### config.mk
export PLATFORM = sky130hd
export DESIGN_NAME = memory_stage_flat
export DESIGN_NICKNAME = d
export VERILOG_FILES = /design/src/rtl/rv32i_pkg.sv /design/src/rtl/memory_stage_if.sv /design/src/rtl/load_align.sv /design/src/rtl/memory_stage.sv /design/src/flat_wrapper.sv
export SDC_FILE = /design/constraint.sdc
export NUM_CORES = 1
export LEC_CHECK = 0
export ABC_AREA = 1
export CAP_MARGIN = 30
export CORE_MARGIN = 3
export CORE_UTILIZATION = 29
export CTS_CLUSTER_DIAMETER = 150
export CTS_CLUSTER_SIZE = 12
export DETAILED_ROUTE_END_ITERATION = 10
export GPL_ROUTABILITY_DRIVEN = 0
export REMOVE_ABC_BUFFERS = 1
export SETUP_SLACK_MARGIN = 0.05
export SLEW_MARGIN = 15
export SYNTH_ARGS = -nofsm -noshare
export SYNTH_HDL_FRONTEND = slang
export SYNTH_SLANG_ARGS = --single-unit
### constraint.sdc
create_clock -name clk -period 1.5 [get_ports clk]
set_input_delay 0.225 -clock clk [delete_from_list [all_inputs] [get_ports clk]]
set_output_delay 0.225 -clock clk [all_outputs]
set_load 0.005 [all_outputs]
### src/rtl/rv32i_pkg.sv
// Shared RV32I definitions for the memory stage: data width,
// funct3 access encodings, FSM states and the EX/M register bundle.
package rv32i_pkg;

    localparam int DPW = 32;

    localparam logic [2:0] F3_B  = 3'b000;
    localparam logic [2:0] F3_H  = 3'b001;
    localparam logic [2:0] F3_W  = 3'b010;
    localparam logic [2:0] F3_BU = 3'b100;
    localparam logic [2:0] F3_HU = 3'b101;

    localparam logic [0:0] ST_IDLE = 1'b0;
    localparam logic [0:0] ST_WAIT = 1'b1;

    typedef struct packed {
        logic           regwrite;
        logic           resultsrc;
        logic           memwrite;
        logic           memread;
        logic [2:0]     funct3;
        logic [DPW-1:0] alu;
        logic [DPW-1:0] wdata;
        logic [4:0]     rd;
    } ex_m_t;

    function automatic logic misaligned(input logic [2:0] f3,
                                        input logic [1:0] off);
        return ((f3[1:0] == 2'b01) && off[0]) ||
               ((f3[1:0] == 2'b10) && (off != 2'b00));
    endfunction

endpackage

### src/rtl/memory_stage_if.sv
// Data-memory request/response bus between the memory stage
// (master) and the data memory (slave).
interface memory_stage_if;

    logic                         dmem_req_o;
    logic                         dmem_we_o;
    logic [rv32i_pkg::DPW-1:0]    dmem_addr_o;
    logic [rv32i_pkg::DPW-1:0]    dmem_wdata_o;
    logic [3:0]                   dmem_be_o;
    logic                         dmem_ready_i;
    logic [rv32i_pkg::DPW-1:0]    dmem_rdata_i;

    modport master (
        output dmem_req_o, dmem_we_o, dmem_addr_o,
        output dmem_wdata_o, dmem_be_o,
        input  dmem_ready_i, dmem_rdata_i
    );

    modport slave (
        input  dmem_req_o, dmem_we_o, dmem_addr_o,
        input  dmem_wdata_o, dmem_be_o,
        output dmem_ready_i, dmem_rdata_i
    );

endinterface

### src/rtl/load_align.sv
// Combinational load lane select plus sign/zero extension.
module load_align
    import rv32i_pkg::*;
(
    input  logic           i_memread,
    input  logic [2:0]     i_funct3,
    input  logic [1:0]     i_off,
    input  logic [DPW-1:0] i_rdata,
    output logic [DPW-1:0] o_data
);

    logic [DPW-1:0] w_shift;
    logic [7:0]     w_b;
    logic [15:0]    w_h;

    assign w_shift = i_rdata >> {i_off, 3'b000};
    assign w_b     = w_shift[7:0];
    assign w_h     = w_shift[15:0];

    always_comb begin
        o_data = '0;
        if (i_memread) begin
            case (i_funct3)
                F3_B:    o_data = {{(DPW-8){w_b[7]}}, w_b};
                F3_H:    o_data = {{(DPW-16){w_h[15]}}, w_h};
                F3_W:    o_data = i_rdata;
                F3_BU:   o_data = {{(DPW-8){1'b0}}, w_b};
                F3_HU:   o_data = {{(DPW-16){1'b0}}, w_h};
                default: o_data = '0;
            endcase
        end
    end

endmodule

### src/rtl/memory_stage.sv
// RV32I memory stage: EX/M register, data-memory handshake FSM,
// store lane steering and load alignment.
module memory_stage
    import rv32i_pkg::*;
(
    input  logic           clk,
    input  logic           rst_n,
    input  logic           regwriteE,
    input  logic           resultsrcE,
    input  logic           memwriteE,
    input  logic           memreadE,
    input  logic [2:0]     funct3E,
    input  logic [DPW-1:0] aluresultE,
    input  logic [DPW-1:0] writedataE,
    input  logic [4:0]     RdE,
    input  logic           flushE,
    memory_stage_if.master dmem,
    output logic           regwriteM,
    output logic           resultsrcM,
    output logic [DPW-1:0] aluresultM,
    output logic [DPW-1:0] ReadDataM,
    output logic [4:0]     RdM,
    output logic           stallM,
    output logic           misalignM
);

    ex_m_t      r_ex;
    ex_m_t      w_next;
    logic [0:0] r_state;
    logic       w_memop;
    logic       w_mis;
    logic       w_req;
    logic [1:0] w_off;

    always_comb begin
        w_next           = '0;
        w_next.regwrite  = regwriteE;
        w_next.resultsrc = resultsrcE;
        w_next.memwrite  = memwriteE;
        w_next.memread   = memreadE;
        w_next.funct3    = funct3E;
        w_next.alu       = aluresultE;
        w_next.wdata     = writedataE;
        w_next.rd        = RdE;
    end

    assign w_off   = r_ex.alu[1:0];
    assign w_memop = r_ex.memread | r_ex.memwrite;
    assign w_mis   = w_memop & misaligned(r_ex.funct3, w_off);
    // A request in WAIT is held regardless of inputs until ready.
    assign w_req   = (r_state == ST_WAIT) | (w_memop & ~w_mis);
    assign stallM  = w_req & ~dmem.dmem_ready_i;

    always_ff @(posedge clk or negedge rst_n) begin
        if (!rst_n) begin
            r_ex <= '0;
        end else if (!stallM) begin
            r_ex <= flushE ? '0 : w_next;
        end
    end

    always_ff @(posedge clk or negedge rst_n) begin
        if (!rst_n) begin
            r_state <= ST_IDLE;
        end else begin
            case (r_state)
                ST_IDLE: if (w_req && !dmem.dmem_ready_i) r_state <= ST_WAIT;
                ST_WAIT: if (dmem.dmem_ready_i)           r_state <= ST_IDLE;
                default: r_state <= ST_IDLE;
            endcase
        end
    end

    assign dmem.dmem_req_o  = w_req;
    assign dmem.dmem_we_o   = r_ex.memwrite;
    assign dmem.dmem_addr_o = {r_ex.alu[DPW-1:2], 2'b00};

    always_comb begin
        case (r_ex.funct3[1:0])
            2'b00: begin
                dmem.dmem_be_o    = 4'b0001 << w_off;
                dmem.dmem_wdata_o = {4{r_ex.wdata[7:0]}};
            end
            2'b01: begin
                dmem.dmem_be_o    = 4'b0011 << w_off;
                dmem.dmem_wdata_o = {2{r_ex.wdata[15:0]}};
            end
            default: begin
                dmem.dmem_be_o    = 4'b1111;
                dmem.dmem_wdata_o = r_ex.wdata;
            end
        endcase
    end

    load_align u_load_align (
        .i_memread (r_ex.memread),
        .i_funct3  (r_ex.funct3),
        .i_off     (w_off),
        .i_rdata   (dmem.dmem_rdata_i),
        .o_data    (ReadDataM)
    );

    assign regwriteM  = r_ex.regwrite & ~stallM & ~w_mis;
    assign resultsrcM = r_ex.resultsrc;
    assign aluresultM = r_ex.alu;
    assign RdM        = r_ex.rd;
    assign misalignM  = w_mis;

endmodule

### src/flat_wrapper.sv
// flat-port wrapper written by rule: the top's interface ports become plain ports
module memory_stage_flat import rv32i_pkg::*;
  (clk, rst_n, regwriteE, resultsrcE, memwriteE, memreadE, funct3E, aluresultE, writedataE, RdE, flushE, regwriteM, resultsrcM, aluresultM, ReadDataM, RdM, stallM, misalignM, dmem_dmem_req_o, dmem_dmem_we_o, dmem_dmem_addr_o, dmem_dmem_wdata_o, dmem_dmem_be_o, dmem_dmem_ready_i, dmem_dmem_rdata_i);
  memory_stage_if dmem_i ();
  input  logic clk;
  input  logic rst_n;
  input  logic regwriteE;
  input  logic resultsrcE;
  input  logic memwriteE;
  input  logic memreadE;
  input  logic [2:0] funct3E;
  input  logic [DPW-1:0] aluresultE;
  input  logic [DPW-1:0] writedataE;
  input  logic [4:0] RdE;
  input  logic flushE;
  output logic regwriteM;
  output logic resultsrcM;
  output logic [DPW-1:0] aluresultM;
  output logic [DPW-1:0] ReadDataM;
  output logic [4:0] RdM;
  output logic stallM;
  output logic misalignM;
  output wire logic [$bits(dmem_i.dmem_req_o)-1:0] dmem_dmem_req_o;
  output wire logic [$bits(dmem_i.dmem_we_o)-1:0] dmem_dmem_we_o;
  output wire logic [$bits(dmem_i.dmem_addr_o)-1:0] dmem_dmem_addr_o;
  output wire logic [$bits(dmem_i.dmem_wdata_o)-1:0] dmem_dmem_wdata_o;
  output wire logic [$bits(dmem_i.dmem_be_o)-1:0] dmem_dmem_be_o;
  input wire logic [$bits(dmem_i.dmem_ready_i)-1:0] dmem_dmem_ready_i;
  input wire logic [$bits(dmem_i.dmem_rdata_i)-1:0] dmem_dmem_rdata_i;
  assign dmem_dmem_req_o = dmem_i.dmem_req_o;
  assign dmem_dmem_we_o = dmem_i.dmem_we_o;
  assign dmem_dmem_addr_o = dmem_i.dmem_addr_o;
  assign dmem_dmem_wdata_o = dmem_i.dmem_wdata_o;
  assign dmem_dmem_be_o = dmem_i.dmem_be_o;
  assign dmem_i.dmem_ready_i = dmem_dmem_ready_i;
  assign dmem_i.dmem_rdata_i = dmem_dmem_rdata_i;
  memory_stage u_core (.clk(clk), .rst_n(rst_n), .regwriteE(regwriteE), .resultsrcE(resultsrcE), .memwriteE(memwriteE), .memreadE(memreadE), .funct3E(funct3E), .aluresultE(aluresultE), .writedataE(writedataE), .RdE(RdE), .flushE(flushE), .dmem(dmem_i), .regwriteM(regwriteM), .resultsrcM(resultsrcM), .aluresultM(aluresultM), .ReadDataM(ReadDataM), .RdM(RdM), .stallM(stallM), .misalignM(misalignM));
endmodule
-- Word level (Yosys, flattened, before mapping)
Cells that the tools add are included.
- bits in registers: 77
- bits in latches: 0
- memory bits (writable): 0
- bits in read-only memories: 0
- input port bits: 112
- output and inout bits: 143
- word-level logic and storage cells: 45
- memories kept: 0
- $add $sub $neg: 0
- $mul: 0
- div/mod/pow operators: 0
- $lt $le $gt $ge: 0
- eq/ne operators: 6
- shift operators: 3
- muxes and demuxes: 8
- bitwise gates (word level): 11
- reductions and logical operators: 8
- operators by type and width (operator ; number):
    $pmux W32 S5 ; 1
    $mux W76 ; 1
    $pmux W32 S2 ; 1
    $mux W32 ; 1
    $shr A32 B5 Y16 ; 1
    $pmux W4 S2 ; 1
    $eq A3 B3 Y1 const B ; 2
    $and A1 B1 Y1 ; 5
    $not A1 Y1 ; 4
    $shl A1 B2 Y4 const A ; 1
    $shl A2 B2 Y4 const A ; 1
    $eq A3 B1 Y1 const B ; 1
    $eq A3 B2 Y1 const B ; 1
    $logic_and A1 B1 Y1 ; 3
    $logic_not A3 Y1 ; 1
    $eq A2 B1 Y1 const B ; 1
    $eq A2 B2 Y1 const B ; 1
    $logic_not A2 Y1 ; 1
    $mux W1 ; 2
    $or A1 B1 Y1 ; 2
    $pmux W1 S2 ; 1
    $reduce_bool A2 Y1 ; 1
    $logic_not A1 Y1 ; 1
    $logic_or A1 B1 Y1 ; 1

-- Depth between registers and ports, before layout
Gate-level depths: netlist of run 1.
- word-level depth: 11
- depth in mapped cells: 10
- mapped depth without buffers: 8

-- Cells and area by module
A second synthesis of run 1 with hierarchy kept.
- cells, all modules: 929
- area total of the unflattened synthesis: 5836.8 um^2
- by module, submodules not included (module ; instances ; cells an instance ; area each (um^2) ; sequential area each (um^2)):
    memory_stage ; 1 ; 663 ; 4633.2 ; 1926.8
    load_align ; 1 ; 266 ; 1203.7 ; 0.0

-- Worst setup path after synthesis of run 1
No wires, ideal clock.
- kind: reg-to-output
- start: register u_core.r_ex (netlist bit u_core.aluresultM[0])
- end: output port ReadDataM[16]
- arrival time: 1.349 ns
- data required time: 1.275 ns
- setup slack: -0.074 ns
- cell stages (with the launch flop): 10
- path buffers: 2
- path through: dfrtp_1 > inv_2 > buf_6 > nand2_1 > nand3_1 > nand3_2 > buf_6 > nand2_1 > nor2_1 > nor2_1
- longest elaborated chain between the ends: 3
- ends and longest elaborated chain (element ; line ; RTL):
    start: declaration ; memory_stage.sv:27 ; ex_m_t r_ex;
    start signal: assignment ; memory_stage.sv:58 ; r_ex <= flushE ? '0 : w_next;
    $shr A32 B5 Y16 ; load_align.sv:16 ; assign w_shift = i_rdata >> {i_off, 3'b000};
    $pmux W32 S5 ; load_align.sv:23 ; case (i_funct3)
    $mux W32 ; load_align.sv:22 ; if (i_memread) begin
    end: declaration ; flat_wrapper.sv:19 ; output logic [DPW-1:0] ReadDataM;
Every way passes these cells.

-- Worst setup path after layout of run 1
- start: register u_core.r_ex[70] (netlist name)
- end: output port ReadDataM[29]
- longest elaborated chain between the ends: 3
- elaborated cells between the ends (all ways): 7
- classes of those cells: eq/ne (4); mux (2); reduce/logical (1)
- ends and longest elaborated chain (element ; line):
    $eq A3 B3 Y1, or another cell as far along ; load_align.sv:23
    $pmux W32 S5 (*) ; load_align.sv:23
    $mux W32 (*) ; load_align.sv:22
Every way passes the cells marked *; elsewhere a longest branch is shown, timed or not.

==> results of run 1 <==
-- flip-flops by register name, indices dropped and copies added, names as in the netlist --
register	count
u_core.aluresultM	32
u_core.resultsrcM	1
u_core.r_state	1
u_core.r_ex	37
u_core.dmem.dmem_we_o	1
u_core.RdM	5
-- cells by family (layout without fill, tap and decap cells) --
logic type,after synthesis,after routing,synth area share [%]
DFF,77,77,34.1
other,1,2,0.0663
AOI/OAI and AO/OA,33,33,3.58
and+or+nand+nor,557,557,39.9
buffers and inverters,234,561,22.3
-- routing by layer --
metal,vias to the layer above,wire length [um]
met5,-,0
met4,0,781
met3,56,1740
met2,286,12900
met1,3280,10800
li1,3294,-
-- final cells by class --
type	instances	area share (%)
clock buffers	10	2.15
clock inverters	5	0.540
inverters	108	3.88
multi-input cells	592	30.7
flip-flops and latches	77	17.4
well taps	260	2.93
repair buffers	438	42.5
-- where the power goes --
part           switching (mW)  leakage (nW)  internal [mW]
Clock                   0.944         0.145           1.33
Combinational            2.94          5.28           3.45
Sequential              0.231         0.991           2.36
Total                    4.11          6.42           7.14
-- cell usage in the layout (no fill, tap or decap), types with 12 or more instances in the layout --
| master | n |
|---|---|
| clkdlybuf4s50_1 | 109 |
| nand3_2 | 23 |
| nand3_1 | 73 |
| nand2_1 | 164 |
| buf_12 | 28 |
| buf_6 | 80 |
| inv_1 | 96 |
| dlymetal6s2s_1 | 33 |
| nor2_1 | 116 |
| dfrtp_1 | 72 |
| nor2_4 | 12 |
| clkbuf_16 | 12 |
| buf_16 | 13 |
| nand2_2 | 109 |
| buf_2 | 48 |
| dlygate4sd2_1 | 42 |
| nand2_4 | 40 |
| buf_4 | 69 |
-- critical path: stages (launching register included) --
cell	delay, ns
dfrtp_2	0.43
buf_6	0.13
nor2_4	0.19
nand2_2	0.11
a21oi_4	0.21
buf_12	0.15
buf_6	0.11
buf_6	0.09
nor2_1	0.04
nor2_1	0.13
buf_2	0.14
-- worst paths after layout --
| path | depth (start not counted) | from | slack (ns) | end |
|---|---|---|---|---|
| min in group clk | 5 | flushE | 0.48 | u_core.aluresultM[19] |
| worst min-delay path | 2 | rst_n | 0.32 | u_core.aluresultM[4] |
| worst max-delay path | 10 | u_core.r_ex[70] | -0.78 | ReadDataM[29] |
| worst min register to register | 2 | u_core.r_ex[32] | 0.50 | u_core.r_ex[32] |
| max in group asynchronous | 3 | rst_n | 0.61 | u_core.r_ex[70] |
| worst max register to register | 14 | u_core.r_ex[70] | -0.59 | u_core.r_ex[14] |
-- per-stage QoR --
step / setup slack [ns] / power [mW] / cells / utilization (%) / hold slack, ns
after floorplan: -1.90 / 3.93 / 777 / - / -0.0706
after global placement: -0.640 / 6.37 / 1338 / 43.0 / 0.132
after detailed placement: -0.682 / 6.37 / 1338 / 43.0 / 0.128
after CTS: -0.712 / 10.8 / 1477 / 55.0 / 0.317
after global routing: -0.841 / 11.8 / 1490 / 58.7 / 0.328
final: -0.776 / 11.3 / 1490 / 58.7 / 0.322
-- repair_timing --
item / 4_1_cts / 5_1_grt
pin swaps: 64 / 55
endpoints found under the hold margin: 19 / 0
gates cloned: 25 / 3
resized for setup: 573 / 228
hold buffers: 1 / 0
setup endpoints to repair: 204 / 176
buffers inserted: 99 / 31
==> impl_metrics.py, run 1 <==
metrics = {
    "yosys": {
        "yosys_register_bits": 77,
        "async_flop_share_pct": 100,
        "synth_area_leader_cell": "dfrtp_1",
        "synth_area_um2": 5650,
        "synth_top_area_share_pct": 34.1,
        "ys_warn_count": 0,
        "synthTopCellsByCount": "312 x nand2_1, 139 x nor2_1, 104 x inv_1, 98 x nand3_1, 78 x buf_4",
        "synth.most_common_cell": "nand2_1",
        "ys_top_cells_by_area": "dfrtp_1 34%, nand2_1 21%, buf_4 10%, nor2_1 9.2%, nand3_1 8.7%",
        "synthDistinctLibCells": 22,
        "synth_edf_count": 0,
        "ys_seq_area_share_pct": 34.1,
        "syn_avg_cell_area_um2": 6.27,
        "syn_inst": 902,
        "synth_ff_type": "dfrtp_1",
    },
    "clocking": {
        "htreeDepth": 3,
        "cts-root-buf": "clkbuf_16",
        "cts_tree": "done",
        "clkLatencyLatePin_ns": 0.33,
        "cts_buffers": 9,
        "cts_buffer_depth": 2,
        "clkTransAtPathRegs_ns": 0.06,
        "cts_sinks": 77,
    },
    "outcome": {
        "status": "finished with violations",
        "failed_checks": "negative setup slack",
    },
    "global_routing": {
        "met3_usage_pct": 5.76,
        "top_usage_layer": "met2",
        "grt_max_degree": 77,
        "use_met2_pct": 39.8,
        "grt_pass1_wl_um": 39000,
        "antenna_found_initial": 0,
        "use_met1_pct": 28.8,
        "grtUsageTotal_pct": 23.0,
        "globalRouteOverflowTotal": 0,
        "first_global_vias": 7013,
    },
    "critical_path": {
        "cp_max_fo": 4,
        "start_kind": "flip-flop",
        "arrival_ns": 2.05,
        "end_kind": "output port",
        "criticalPathCategory": "reg2out",
        "required_ns": 1.27,
    },
    "detailed_routing": {
        "first_pass_iters": 4,
        "via_per_inst": 4.64,
        "postRouteWirelength_um": 26200,
        "wl_per_cell_um": 17.6,
        "drcViolationCount": 0,
        "dr_total_vias": 6916,
        "drtAntennaViolNets": 0,
        "drt_iter0_drc": 325,
    },
    "layout": {
        "antenna_cells": 0,
        "fin_area_um2": 11100,
        "seq_area_um2": 1930,
        "finalNetCount": 1338,
        "multi_input_area_um2": 3410,
        "drive_gt1_share_pct": 41.1,
        "n_fill_cell": 1731,
        "syn2layout_area_growth_pct": 96.7,
    },
    "pwr": {
        "power.ir.vdd_worst_v": 0.000689,
        "p_per_area_nw_per_um2": 1010,
        "cellLeakagePower_nw": 6.42,
    },
    "sta": {
        "slew-limit-headroom_pct": 64.8,
        "setup_viol": 142,
        "hold_violations": 0,
        "post-route-period-util_pct": 152,
        "drv_slew": 0,
        "setup_slack_ns": -0.776,
        "tns_ns": -67.06,
        "tightest_slew_ns": 0.527,
        "fmax_ghz": 0.439,
        "rsz0062_at_grt": "yes",
        "skew_ns": 0.00798,
        "layout_min_cycle_time_ns": 2.28,
    },
    "die": {
        "std_cell_rows": 50,
        "io_pins": 255,
        "die_x_um": 146,
        "core_um2": 19000,
        "die_h_um": 146,
        "dieArea_um2": 21200,
        "start_util_pct": 29.8,
    },
    "placement": {
        "dp_hpwl_um": 13900,
        "placed_cell_area_um2": 8150,
        "port_buffers": 252,
    },
    "flow_run": {
        "cap_violations": 0,
    },
    "hold_path": {
        "hold_class": "in2async",
    },
}
(Power assumes the default switching activity.)
==> run 2, diff against run 1 <==
Settings changed: MAX_ROUTING_LAYER set to met4.
Clock period 1.5 ns to 2 ns, I/O delays scaled along.
==> impl_metrics.py, run 2 (synthesized netlist as in run 1, its figures left out) <==
metrics = {
    "sta": {
        "rsz0062_at_grt": "yes",
        "setup_viol": 33,
        "whs_ns": -0.0204,
        "layout_min_cycle_time_ns": 2.23,
        "skew_ns": 0.0110,
        "post-route-period-util_pct": 111,
        "hold_violations": 15,
        "fmax_ghz": 0.449,
        "drv_slew": 0,
        "setup_slack_ns": -0.228,
    },
    "flow_run": {
        "cap_violations": 0,
    },
    "layout": {
        "finalNetCount": 1242,
        "syn2layout_area_growth_pct": 64.7,
        "drive_gt1_share_pct": 25.9,
        "n_fill_cell": 1863,
        "fin_area_um2": 9310,
        "regMostFlops": "u_core.r_ex",
        "largest_reg_flops": 37,
        "layout_common_cells": "248 x nand2_1, 184 x clkdlybuf4s50_1, 120 x nor2_1",
        "layout_commonest_cell": "nand2_1",
    },
    "global_routing": {
        "grt_max_degree": 78,
        "grt_pass1_wl_um": 33400,
        "globalRouteOverflowTotal": 0,
        "antenna_found_initial": 1,
        "first_global_vias": 6236,
        "grtUsageTotal_pct": 19.9,
    },
    "detailed_routing": {
        "postRouteWirelength_um": 21600,
        "drt_iter0_drc": 226,
        "first_pass_iters": 5,
        "dr_total_vias": 6291,
        "drtAntennaViolNets": 0,
        "via_per_inst": 4.51,
        "wl_per_cell_um": 15.5,
        "drcViolationCount": 0,
    },
    "hold_path": {
        "hold_class": "in2async",
    },
    "die": {
        "die_x_um": 146,
        "start_util_pct": 29.8,
        "dieArea_um2": 21200,
        "core_um2": 19000,
        "die_h_um": 146,
        "io_pins": 255,
        "std_cell_rows": 50,
    },
    "pwr": {
        "switchingPower_mw": 2.52,
        "power.internal_mw": 4.77,
        "p_comb_share_pct": 46.8,
        "seqPwrFrac_pct": 26.8,
        "p_per_area_nw_per_um2": 783,
        "cellLeakagePower_nw": 5.00,
        "power.ir.vdd_worst_v": 0.000421,
        "p_sw_share_pct": 34.6,
        "clockPowerShare_pct": 26.4,
    },
    "clocking": {
        "clkLatencyLatePin_ns": 0.33,
        "cts_buffers": 9,
        "htreeDepth": 3,
        "clkTransAtPathRegs_ns": 0.06,
        "cts-root-buf": "clkbuf_16",
        "cts_tree": "done",
        "holdBufCountCts": 0,
        "cts_buffer_depth": 2,
        "cts_sinks": 77,
    },
    "critical_path": {
        "required_ns": 1.70,
        "crit_buf_inv": 5,
        "start_kind": "input port",
        "arrival_ns": 1.93,
        "crit_path_top_delay_cell": "clkdlybuf4s50_1",
        "criticalPathCategory": "in2out",
        "slowest_delay_ns": 0.63,
        "cp.depth": 11,
        "reg2reg_depth": 13,
        "cp_max_fo": 5,
        "end_kind": "output port",
        "critPathTopFamily": "buffers and inverters",
        "path_cells": "clkdlybuf4s50_1 -> nand2_4 -> nand3_4 -> nand3_4 -> buf_12 -> buf_8 -> buf_12 -> nand2_2 -> nor2_2 -> nor2_1 -> buf_2",
    },
    "outcome": {
        "status": "finished with violations",
        "failed_checks": "negative hold slack, negative setup slack",
    },
    "placement": {
        "dpl_worst_slack_ns": -0.323,
        "port_buffers": 252,
        "placed_cell_area_um2": 8060,
        "dp_hpwl_um": 13600,
    },
}
run 2: cell count changes in the layout (fill, tap and decap cells not counted), sizes merged:
cell / change
dlygate4sd3: -1
clkinvlp: -1
clkbuf: +13
bufbuf: -1
buf: -108
dlygate4sd2: -42
bufinv: +2
dlymetal6s2s: -31
diode: +1
clkdlybuf4s50: +75
inv: -1
run 2: area by class of cell:
class,count,area [um^2],share of cell area [%]
inverters,108,422,4.53
clock inverters,5,108,1.16
well taps,260,325,3.49
multi-input cells,592,2970,31.9
diodes,1,2.50,0.0269
clock buffers,11,243,2.61
repair buffers,342,3310,35.6
flip-flops and latches,77,1930,20.7
run 2: power groups by stage:
stage	logic, mW	registers (mW)	clock network [mW]
2_1_floorplan	0.964	1.98	0
3_5_place_dp	2.74	1.97	0
3_3_place_gp	2.73	1.97	0
4_1_cts	3.23	1.96	1.97
5_1_grt	3.70	1.99	2.04
6_report	3.41	1.96	1.92
run 2: through the flow:
| step | cells | hold slack (ns) | TNS [ns] | power (mW) | util [%] |
|---|---|---|---|---|---|
| after global placement | 1332 | 0.372 | -8.22 | 4.70 | 42.5 |
| final | 1396 | -0.0204 | -4.16 | 7.29 | 49.1 |
| after global routing | 1396 | 0.0266 | -7.06 | 7.72 | 49.1 |
| after detailed placement | 1332 | 0.374 | -8.71 | 4.70 | 42.5 |
| after CTS | 1388 | 0.00694 | -4.16 | 7.17 | 47.8 |
| after floorplan | 777 | 0.00441 | -94.31 | 2.95 | - |
run 2: layer usage:
metal  track usage (%)  part of all wire (%)
met5                 -                     0
met4              5.03                   1.9
met3              5.26                   8.0
met2              32.3                    48
met1              24.7                    43
run 2: worst register-to-register path: cells and delay by family, from the launching register on:
| family | cells | cell delay, ns |
|---|---|---|
| DFF | 1 | 0.43 |
| and+or+nand+nor | 7 | 0.53 |
| buffers and inverters | 6 | 0.82 |
run 2: repair_timing:
item                                    CTS  global route
endpoints found under the setup margin   64            66
pin swaps                                43            58
setup buffers                            35            13
resized for setup                       334           120
cloned                                    5             2
run 2: path summary, 6_finish.rpt:
| kind | from | slack (ns) | endpoint |
|---|---|---|---|
| max | dmem_dmem_rdata_i[7] | -0.23 | ReadDataM[12] |
| min | rst_n | -0.02 | u_core.aluresultM[3] |
| max reg2reg | u_core.r_ex[70] | 0.18 | u_core.r_ex[72] |
| min reg2reg | u_core.r_ex[21] | 0.51 | u_core.r_ex[21] |
| max in group asynchronous | rst_n | 1.61 | u_core.r_ex[70] |
| min in group clk | u_core.r_ex[21] | 0.51 | u_core.r_ex[21] |
==> RTL edit: new RTL, flow settings as in run 2 <==
Reset style: synchronous (`rst_n`), changed in 2 clocked blocks.
--- a/src/rtl/memory_stage.sv
+++ b/src/rtl/memory_stage.sv
@@ -52,5 +52,5 @@
     assign stallM  = w_req & ~dmem.dmem_ready_i;
 
-    always_ff @(posedge clk or negedge rst_n) begin
+    always_ff @(posedge clk) begin
         if (!rst_n) begin
             r_ex <= '0;
@@ -60,5 +60,5 @@
     end
 
-    always_ff @(posedge clk or negedge rst_n) begin
+    always_ff @(posedge clk) begin
         if (!rst_n) begin
             r_state <= ST_IDLE;
Behaviour: differs if rst_n is asserted again (counterexample within 4 cycles, from zero or initial values and one cycle with rst_n low); with rst_n held inactive, the same outputs for 10 cycles.
==> RTL edit against run 2 <==
  * The run ends with setup timing left
  * Largest power group unchanged
  * Worst hold slack better by 0.48 ns
  * Global-route usage fell by 0.36 points
  * Combinational power is 22% lower
  * Sequential share of layout area is 3.6 points lower
  * Synthesized area about the same
  * Final area is 2.9% lower
  * Sequential cell count did not move
  * Critical path depth grew 2
  * Power shrank 16%
  * Wire length fell by 3.3%
  * Die area hardly changed
  * Worst setup slack better by 0.021 ns
  * Largest cell class unchanged
==> RTL edit: results (changes against run 2) <==
<table>
<tr><th>Metric</th><th>Value</th></tr>
<tr><th colspan="2">Final layout</th></tr>
<tr><td>Area taken by multi-input logic gates</td><td>3080 um2 (+3.8%)</td></tr>
<tr><td>Number of combinational gates with multiple inputs</td><td>636 (+7.4%)</td></tr>
<tr><td>Number of sequential cells in the layout</td><td>77 (unchanged)</td></tr>
<tr><td>Inverters, non-clock</td><td>114 (+5.6%)</td></tr>
<tr><td>Fillers</td><td>1955 (+4.9%)</td></tr>
<tr><th colspan="2">Worst hold path</th></tr>
<tr><td>Tightest Hold Check Type</td><td>input pin to flip-flop</td></tr>
<tr><th colspan="2">Run status</th></tr>
<tr><td>Result of the run</td><td>finished, violations left</td></tr>
<tr><td>Violated checks</td><td>setup timing</td></tr>
<tr><th colspan="2">Global routing</th></tr>
<tr><td>Total global routing track utilization</td><td>19.5% (-0.36 points)</td></tr>
<tr><td>Global-route track usage on met2</td><td>31.3% (-0.96 points)</td></tr>
<tr><td>M1 GR Usage</td><td>23.8% (-0.92 points)</td></tr>
<tr><th colspan="2">Logic synthesis</th></tr>
<tr><td>Number of distinct library cells after synthesis</td><td>28 (+27%)</td></tr>
<tr><td>Primary flip-flop cell chosen by synthesis mapping</td><td>dfxtp_1</td></tr>
<tr><td>Proportion of synthesized flip-flops having asynchronous set or reset</td><td>0% (-100 points)</td></tr>
<tr><th colspan="2">Critical path</th></tr>
<tr><td>End point of the critical path</td><td>ReadDataM[29]</td></tr>
<tr><td>Max incr delay on CP</td><td>0.52 ns (-0.11 ns)</td></tr>
<tr><td>Worst endpoint data arrival time</td><td>1.91 ns (-0.02 ns)</td></tr>
<tr><td>Source of the worst register-to-register timing path</td><td>u_core.aluresultM[0]</td></tr>
<tr><td>Start point of the critical path</td><td>dmem_dmem_rdata_i[15]</td></tr>
<tr><th colspan="2">Detailed routing</th></tr>
<tr><td>Wire length on met2</td><td>9.85 mm (-4.2%)</td></tr>
<tr><td>Average vias per placed instance</td><td>4.45 (-1.2%)</td></tr>
<tr><td>Amount of wire on met3 after detailed routing</td><td>1.72 mm (-0.23%)</td></tr>
<tr><th colspan="2">STA</th></tr>
<tr><td>Final Setup Violations</td><td>29 (-12%)</td></tr>
<tr><td>Final Worst Setup Slack</td><td>-0.207 ns (+0.0213 ns)</td></tr>
<tr><th colspan="2">Placed design</th></tr>
<tr><td>Post-detailed-placement half-perimeter wirelength</td><td>14.3 mm (+5.5%)</td></tr>
<tr><th colspan="2">Power and ir drop</th></tr>
<tr><td>Net switching fraction of the power</td><td>33.4% (-1.2 points)</td></tr>
</table>
## RTL edit: repair_timing
item,CTS,global route
setup buffers,18,15
endpoints found under the setup margin,63,56
gates cloned,6,1
pin swaps,18,54
resized for setup,204,140
## RTL edit: power by group through the flow
stage / clock network (mW) / logic, mW / registers (mW)
floorplan: 0 / 0.897 / 1.84
global placement: 0 / 2.27 / 1.82
detailed placement: 0 / 2.28 / 1.82
CTS: 1.74 / 2.52 / 1.80
global route: 1.79 / 2.92 / 1.82
finish: 1.68 / 2.67 / 1.80
## RTL edit: per-stage QoR
step / instance area, um2 / TNS (ns) / total power [mW] / instances / hold slack (ns)
floorplan: 4770 / -28.42 / 2.74 / 827 / 0.412
detailed placement: 8110 / -10.02 / 4.10 / 1391 / 0.488
global placement: 8110 / -9.53 / 4.09 / 1391 / 0.474
global route: 9040 / -5.98 / 6.53 / 1446 / 0.474
finish: 9040 / -2.99 / 6.15 / 1446 / 0.455
CTS: 8800 / -2.95 / 6.05 / 1431 / 0.459
